File: src/rtl/hex_scan_pkg.sv
// Shared types and helpers for the multiplexed hex digit scanner.
package hex_scan_pkg;

  typedef enum logic {
    BLANK = 1'b0,
    SCAN  = 1'b1
  } scan_state_e;

  // Ceiling log2 for elaboration-time widths; returns 0 for n <= 1.
  function automatic int clog2(input int n);
    int r;
    r = 0;
    while ((1 << r) < n) r++;
    return r;
  endfunction

endpackage

File: src/rtl/hex_scan_next.sv
// Finds the next eligible digit above cur, searching modulo DIGITS.
module hex_scan_next
  import hex_scan_pkg::*;
#(
  parameter  int DIGITS = 8,
  localparam int SELW   = clog2(DIGITS)
) (
  input  logic [SELW-1:0]   cur,
  input  logic [DIGITS-1:0] mask,
  output logic [SELW-1:0]   nxt,
  output logic              wrap,
  output logic              none
);

  always_comb begin
    logic            found;
    logic [SELW-1:0] idx;
    nxt   = '0;
    found = 1'b0;
    idx   = '0;
    for (int k = 1; k <= DIGITS; k++) begin
      idx = SELW'((int'(cur) + k) % DIGITS);
      if (!found && mask[idx]) begin
        nxt   = idx;
        found = 1'b1;
      end
    end
  end

  // A lone eligible digit finds itself, which counts as a wrap.
  assign wrap = (nxt <= cur);
  assign none = ~|mask;

endmodule

File: src/rtl/hex_scan_display.sv
// Time-multiplexed hex display scanner with frame-atomic data updates.
// Optional leading-zero blanking is enabled by defining HEX_SCAN_LZB_EN.
module hex_scan_display
  import hex_scan_pkg::*;
#(
  parameter  int DIGITS = 8,
  parameter  int DIV    = 10000,
  localparam int SELW   = clog2(DIGITS)
) (
  input  logic                  clk,
  input  logic                  rst,
  input  logic [4*DIGITS-1:0]   data,
  input  logic [DIGITS-1:0]     digit_en,
  input  logic                  load,
  output logic [SELW-1:0]       sel,
  output logic [3:0]            hexdata,
  output logic                  on,
  output logic                  frame_done
);

  localparam int CNTW = clog2(DIV);

  scan_state_e           state, state_nx;
  logic [CNTW-1:0]       cnt;
  logic                  tick;
  logic [4*DIGITS-1:0]   pend_data, pend_data_nx, act_data, act_data_nx, new_data;
  logic [DIGITS-1:0]     pend_en, pend_en_nx, act_en, act_en_nx, new_en;
  logic [DIGITS-1:0]     elig_act, elig_new;
  logic [SELW-1:0]       adv_idx, new_first, sel_nx;
  logic                  adv_wrap, adv_none, new_none, frame_wrap;
  logic [3:0]            hexdata_nx;
  logic                  on_nx, frame_done_nx;

  function automatic logic [SELW-1:0] lowest(input logic [DIGITS-1:0] m);
    lowest = '0;
    for (int i = DIGITS - 1; i >= 0; i--)
      if (m[i]) lowest = SELW'(i);
  endfunction

`ifdef HEX_SCAN_LZB_EN
  // Digits above the most significant nonzero nibble are blanked; digit 0 never is.
  function automatic logic [DIGITS-1:0] lzb_keep(input logic [4*DIGITS-1:0] d);
    logic seen;
    seen        = 1'b0;
    lzb_keep    = '0;
    lzb_keep[0] = 1'b1;
    for (int i = DIGITS - 1; i > 0; i--) begin
      if (d[4*i +: 4] != 4'h0) seen = 1'b1;
      lzb_keep[i] = seen;
    end
  endfunction

  assign elig_act = act_en & lzb_keep(act_data);
  assign elig_new = new_en & lzb_keep(new_data);
`else
  assign elig_act = act_en;
  assign elig_new = new_en;
`endif

  assign tick = (cnt == CNTW'(DIV - 1));

  // A load landing on the frame boundary goes straight into the new frame.
  assign new_data  = load ? data     : pend_data;
  assign new_en    = load ? digit_en : pend_en;
  assign new_first = lowest(elig_new);
  assign new_none  = ~|elig_new;

  hex_scan_next #(.DIGITS(DIGITS)) u_next (
    .cur  (sel),
    .mask (elig_act),
    .nxt  (adv_idx),
    .wrap (adv_wrap),
    .none (adv_none)
  );

  assign frame_wrap = (state == BLANK) || adv_wrap || adv_none;

  always_comb begin
    state_nx      = state;
    sel_nx        = sel;
    hexdata_nx    = hexdata;
    on_nx         = on;
    frame_done_nx = 1'b0;
    pend_data_nx  = pend_data;
    pend_en_nx    = pend_en;
    act_data_nx   = act_data;
    act_en_nx     = act_en;
    if (load) begin
      pend_data_nx = data;
      pend_en_nx   = digit_en;
    end
    if (tick) begin
      if (frame_wrap) begin
        act_data_nx = new_data;
        act_en_nx   = new_en;
        if (new_none) begin
          state_nx   = BLANK;
          sel_nx     = '0;
          hexdata_nx = 4'h0;
          on_nx      = 1'b0;
        end else begin
          state_nx      = SCAN;
          sel_nx        = new_first;
          hexdata_nx    = new_data[4*new_first +: 4];
          on_nx         = 1'b1;
          frame_done_nx = (state == SCAN);
        end
      end else begin
        sel_nx     = adv_idx;
        hexdata_nx = act_data[4*adv_idx +: 4];
      end
    end
  end

  always_ff @(posedge clk) begin
    if (rst) begin
      state      <= BLANK;
      cnt        <= '0;
      sel        <= '0;
      hexdata    <= 4'h0;
      on         <= 1'b0;
      frame_done <= 1'b0;
      pend_data  <= '0;
      act_data   <= '0;
      pend_en    <= '1;
      act_en     <= '1;
    end else begin
      state      <= state_nx;
      cnt        <= tick ? '0 : cnt + 1'b1;
      sel        <= sel_nx;
      hexdata    <= hexdata_nx;
      on         <= on_nx;
      frame_done <= frame_done_nx;
      pend_data  <= pend_data_nx;
      act_data   <= act_data_nx;
      pend_en    <= pend_en_nx;
      act_en     <= act_en_nx;
    end
  end

endmodule
File: config.mk
export PLATFORM = sky130hd
export DESIGN_NAME = hex_scan_display
export DESIGN_NICKNAME = d
export VERILOG_FILES = /design/src/rtl/hex_scan_pkg.sv /design/src/rtl/hex_scan_next.sv /design/src/rtl/hex_scan_display.sv
export SDC_FILE = /design/constraint.sdc
export NUM_CORES = 1
export LEC_CHECK = 0
export CORE_UTILIZATION = 60
export CTS_BUF_LIST = sky130_fd_sc_hd__clkbuf_4
export CTS_CLUSTER_SIZE = 16
export DETAILED_ROUTE_END_ITERATION = 8
export GPL_TIMING_DRIVEN = 0
export PLACE_DENSITY = 0.8
export SLEW_MARGIN = 10
export SYNTH_ARGS = -nofsm -noshare
export SYNTH_HDL_FRONTEND = slang
export SYNTH_SLANG_ARGS = --single-unit
File: constraint.sdc
create_clock -name clk -period 9.68 [get_ports clk]
set_clock_uncertainty 0.15 [all_clocks]
set_input_delay 0.968 -clock clk [delete_from_list [all_inputs] [get_ports clk]]
set_output_delay 0.968 -clock clk [all_outputs]
set_load 0.005 [all_outputs]
==> flow_summary.yaml <==
setup_path:
  crit_path_start_kind: "flop"
  end_kind: "flop"
  cp_max_fo: 10
  crit_type: "reg -> reg"
  cp.required_ns: 9.89
  worstPathArrival_ns: 6.56
synth:
  seq_area_frac_synth_pct: 36.4
  ys_seq_elements: 103
  synth_area_leader_cell: "dfxtp_1"
  synthFlopType: "dfxtp_1"
  synth_top_cell_area_share_pct: 36.4
  netlist_top_cells_area: "dfxtp_1 (36%), mux2i_1 (14%), mux4_2 (8.3%)"
  syn-cell-area_um2: 5670
  async_flop_share_pct: 0
  post_synth_num_cell_types: 57
  synthesis.nets: 621
  syn_inst: 572
  syn_area_per_cell_um2: 9.91
  synth-edff-count: 0
  synth_warnings: 0
sta:
  final.setup.tns_ns: 0
  min_period_ns: 6.35
  max_slew_margin_pct: 25.3
  fin_ws_ns: 3.33
  setup_viol: 0
  fmax_mhz: 158
  rsz0062_at_grt: "false"
  hold_viol: 0
  final_max_slew_viol_count: 0
  min_period_over_period_pct: 65.6
  tightest_slew_ns: 1.11
outcome:
  status: "complete, no violations"
final_layout:
  mostFrequentLayoutCells: "nor2_1 (109), dfxtp_1 (103), mux2i_1 (80)"
  fin_cells: 749
  final_common_cell: "nor2_1"
  n_antenna_cell: 0
  fin_area_um2: 6470
  syn_to_final_growth_pct: 14.3
  drive_gt1_share_pct: 9.40
  final_nets: 682
die:
  die_x_um: 99.2
  io_pins: 52
  std_cell_rows: 35
  coreArea_um2: 9200
  initial_utilization_pct: 61.6
  die_area_um2: 9840
  die_h_um: 99.2
cts:
  cts_resized: 0
  worstSkewPairLatency_ns: 0.47
  clk_pin_slew_ns: 0.17
  cts-root-buf: "clkbuf_4"
  clock-sinks: 103
  ctsHoldBuffers: 0
  numCtsBuffers: 9
  cts_buffer_depth: 2
  cts_setup_buffers: 0
  htree_levels: 3
  cts_tree: "built"
power:
  power_frac_seq_pct: 55.9
  p_switching_uw: 202
  p_clk_share_pct: 32.9
  p_int_uw: 587
  irDropWorstVdd_v: 0.000111
  p_leak_uw: 0.00242
  power_uw: 789
  switching_share_pct: 25.6
  power_frac_comb_pct: 11.1
  power_density_nw_per_um2: 122
routing:
  wl_per_cell_um: 18.7
  drt_pass1_iterations: 7
  vias: 4650
  drc_errors: 0
  drt-vias-per-instance: 6.21
  antenna_left: 0
  wl_mm: 14.0
  drtIter0Drc: 231
global_routing:
  grt_pass1_vias: 4683
  grt_overflow: 0
  grtUsageTotal_pct: 30.3
  grt_pass1_wl_mm: 23.0
  grt_start_max_net_pins: 19
  antenna_found_initial: 0
hold_path:
  hold_class: "reg -> reg"
place:
  port_buffers: 50
  routabilityCongestion: 0.889
  place_ws_ns: 3.44
  place_hpwl_mm: 10.5
  placed_cells: 733
  place_area_um2: 6310
run:
  maxCapViolations: 0
-- metrics by stage --
stage          hold WS, ns  util (%)
4_1_cts              0.313      70.4
3_5_place_dp         0.291      68.6
2_1_floorplan        0.263         -
3_3_place_gp         0.283      68.6
6_report             0.311      70.4
5_1_grt              0.343      70.4
-- registers in the layout, summed over array words and instances, names as in the netlist --
| name | cells |
|---|---|
| cnt | 14 |
| pend_data | 32 |
| act_data | 32 |
| frame_done | 1 |
| sel | 3 |
| act_en | 8 |
| pend_en | 8 |
| hexdata | 4 |
| state | 1 |
-- routing by layer --
metal / global-route usage [%] / vias up / share of wire [%]
met2: 53.9 / 148 / 50
met5: 1.54 / - / 0
met3: 4.78 / 33 / 4.7
met4: 13.6 / 0 / 2.3
li1: - / 2219 / -
met1: 36.1 / 2250 / 43
-- final timing paths --
kind	start	to	slack (ns)	cells after the start
min reg2reg	cnt[0]$_SDFF_PP0_	cnt[0]$_SDFF_PP0_	0.31	1
max reg2reg	sel[0]$_SDFFE_PP0N_	act_en[6]$_SDFFE_PP1P_	3.33	19
min	cnt[0]$_SDFF_PP0_	cnt[0]$_SDFF_PP0_	0.31	1
max	sel[0]$_SDFFE_PP0N_	act_en[6]$_SDFFE_PP1P_	3.33	19
-- area by class of cell --
type                            instances  area [um2]
Sequential cell                       103        2060
Timing Repair Buffer                   50         500
Tap cell                              111         139
Fill cell                             718        2720
Buffer                                 37         214
Clock inverter                          7         101
Clock buffer                            9        67.6
Multi-Input combinational cell        422        3350
Inverter                               10        37.5
-- power groups by stage --
| stage | logic [uW] | registers (uW) | clock network (uW) |
|---|---|---|---|
| after CTS | 87.1 | 441 | 261 |
| after floorplan | 51.3 | 448 | 0 |
| after detailed placement | 86.8 | 450 | 0 |
| after global placement | 84.7 | 449 | 0 |
| after global routing | 94.3 | 443 | 277 |
| final | 87.9 | 441 | 260 |
-- logic make-up (layout without fill, tap and decap cells) --
logic type,Yosys count,count (layout),share of synthesized area (%)
xor+xnor,16,16,2.47
buf+inv,47,113,4.44
simple gates,184,184,14.4
compound gates,101,101,13.7
fa+ha+maj,6,6,1.32
flops,103,103,36.4
mux,115,115,27.3
-- Yosys cell counts (2+ instances only) --
library cell	n
and2_1	8
a311oi_1	4
nor4_1	3
nand2b_1	11
a22oi_1	2
nor2b_1	7
mux4_2	21
dfxtp_1	103
xnor2_1	7
o21ai_0	5
nor3_1	3
and3_1	5
nor2_1	109
buf_1	4
a211o_1	12
clkbuf_1	21
o211ai_1	5
mux4_1	5
inv_1	9
a22o_1	2
nand3_1	9
mux2i_1	80
buf_4	3
a211oi_1	40
mux2i_4	2
o21a_1	2
buf_6	3
ha_1	6
nand4_1	2
mux2_2	5
xor2_1	9
o31ai_1	3
a21oi_1	12
nor4b_1	2
buf_2	2
o21ai_1	2
nand2_1	22
a221oi_1	3
-- worst max-delay path, stage by stage (launching register included) --
cell and delay (ns):
dfxtp_1 0.53, buf_6 0.21, clkinv_1 0.29, ha_1 0.42, buf_6 0.13, buf_8 0.14
mux4_1 0.68, mux2i_1 0.30, o31ai_1 0.12, o31ai_2 0.60, buf_4 0.30, ha_1 0.26
nand3_1 0.08, nand2_1 0.05, a221oi_1 0.77, inv_1 0.20, nand2_1 0.27, clkbuf_1 0.36
nor2_1 0.10, a211o_1 0.27
No activity file was read; power rests on OpenSTA's default activity.
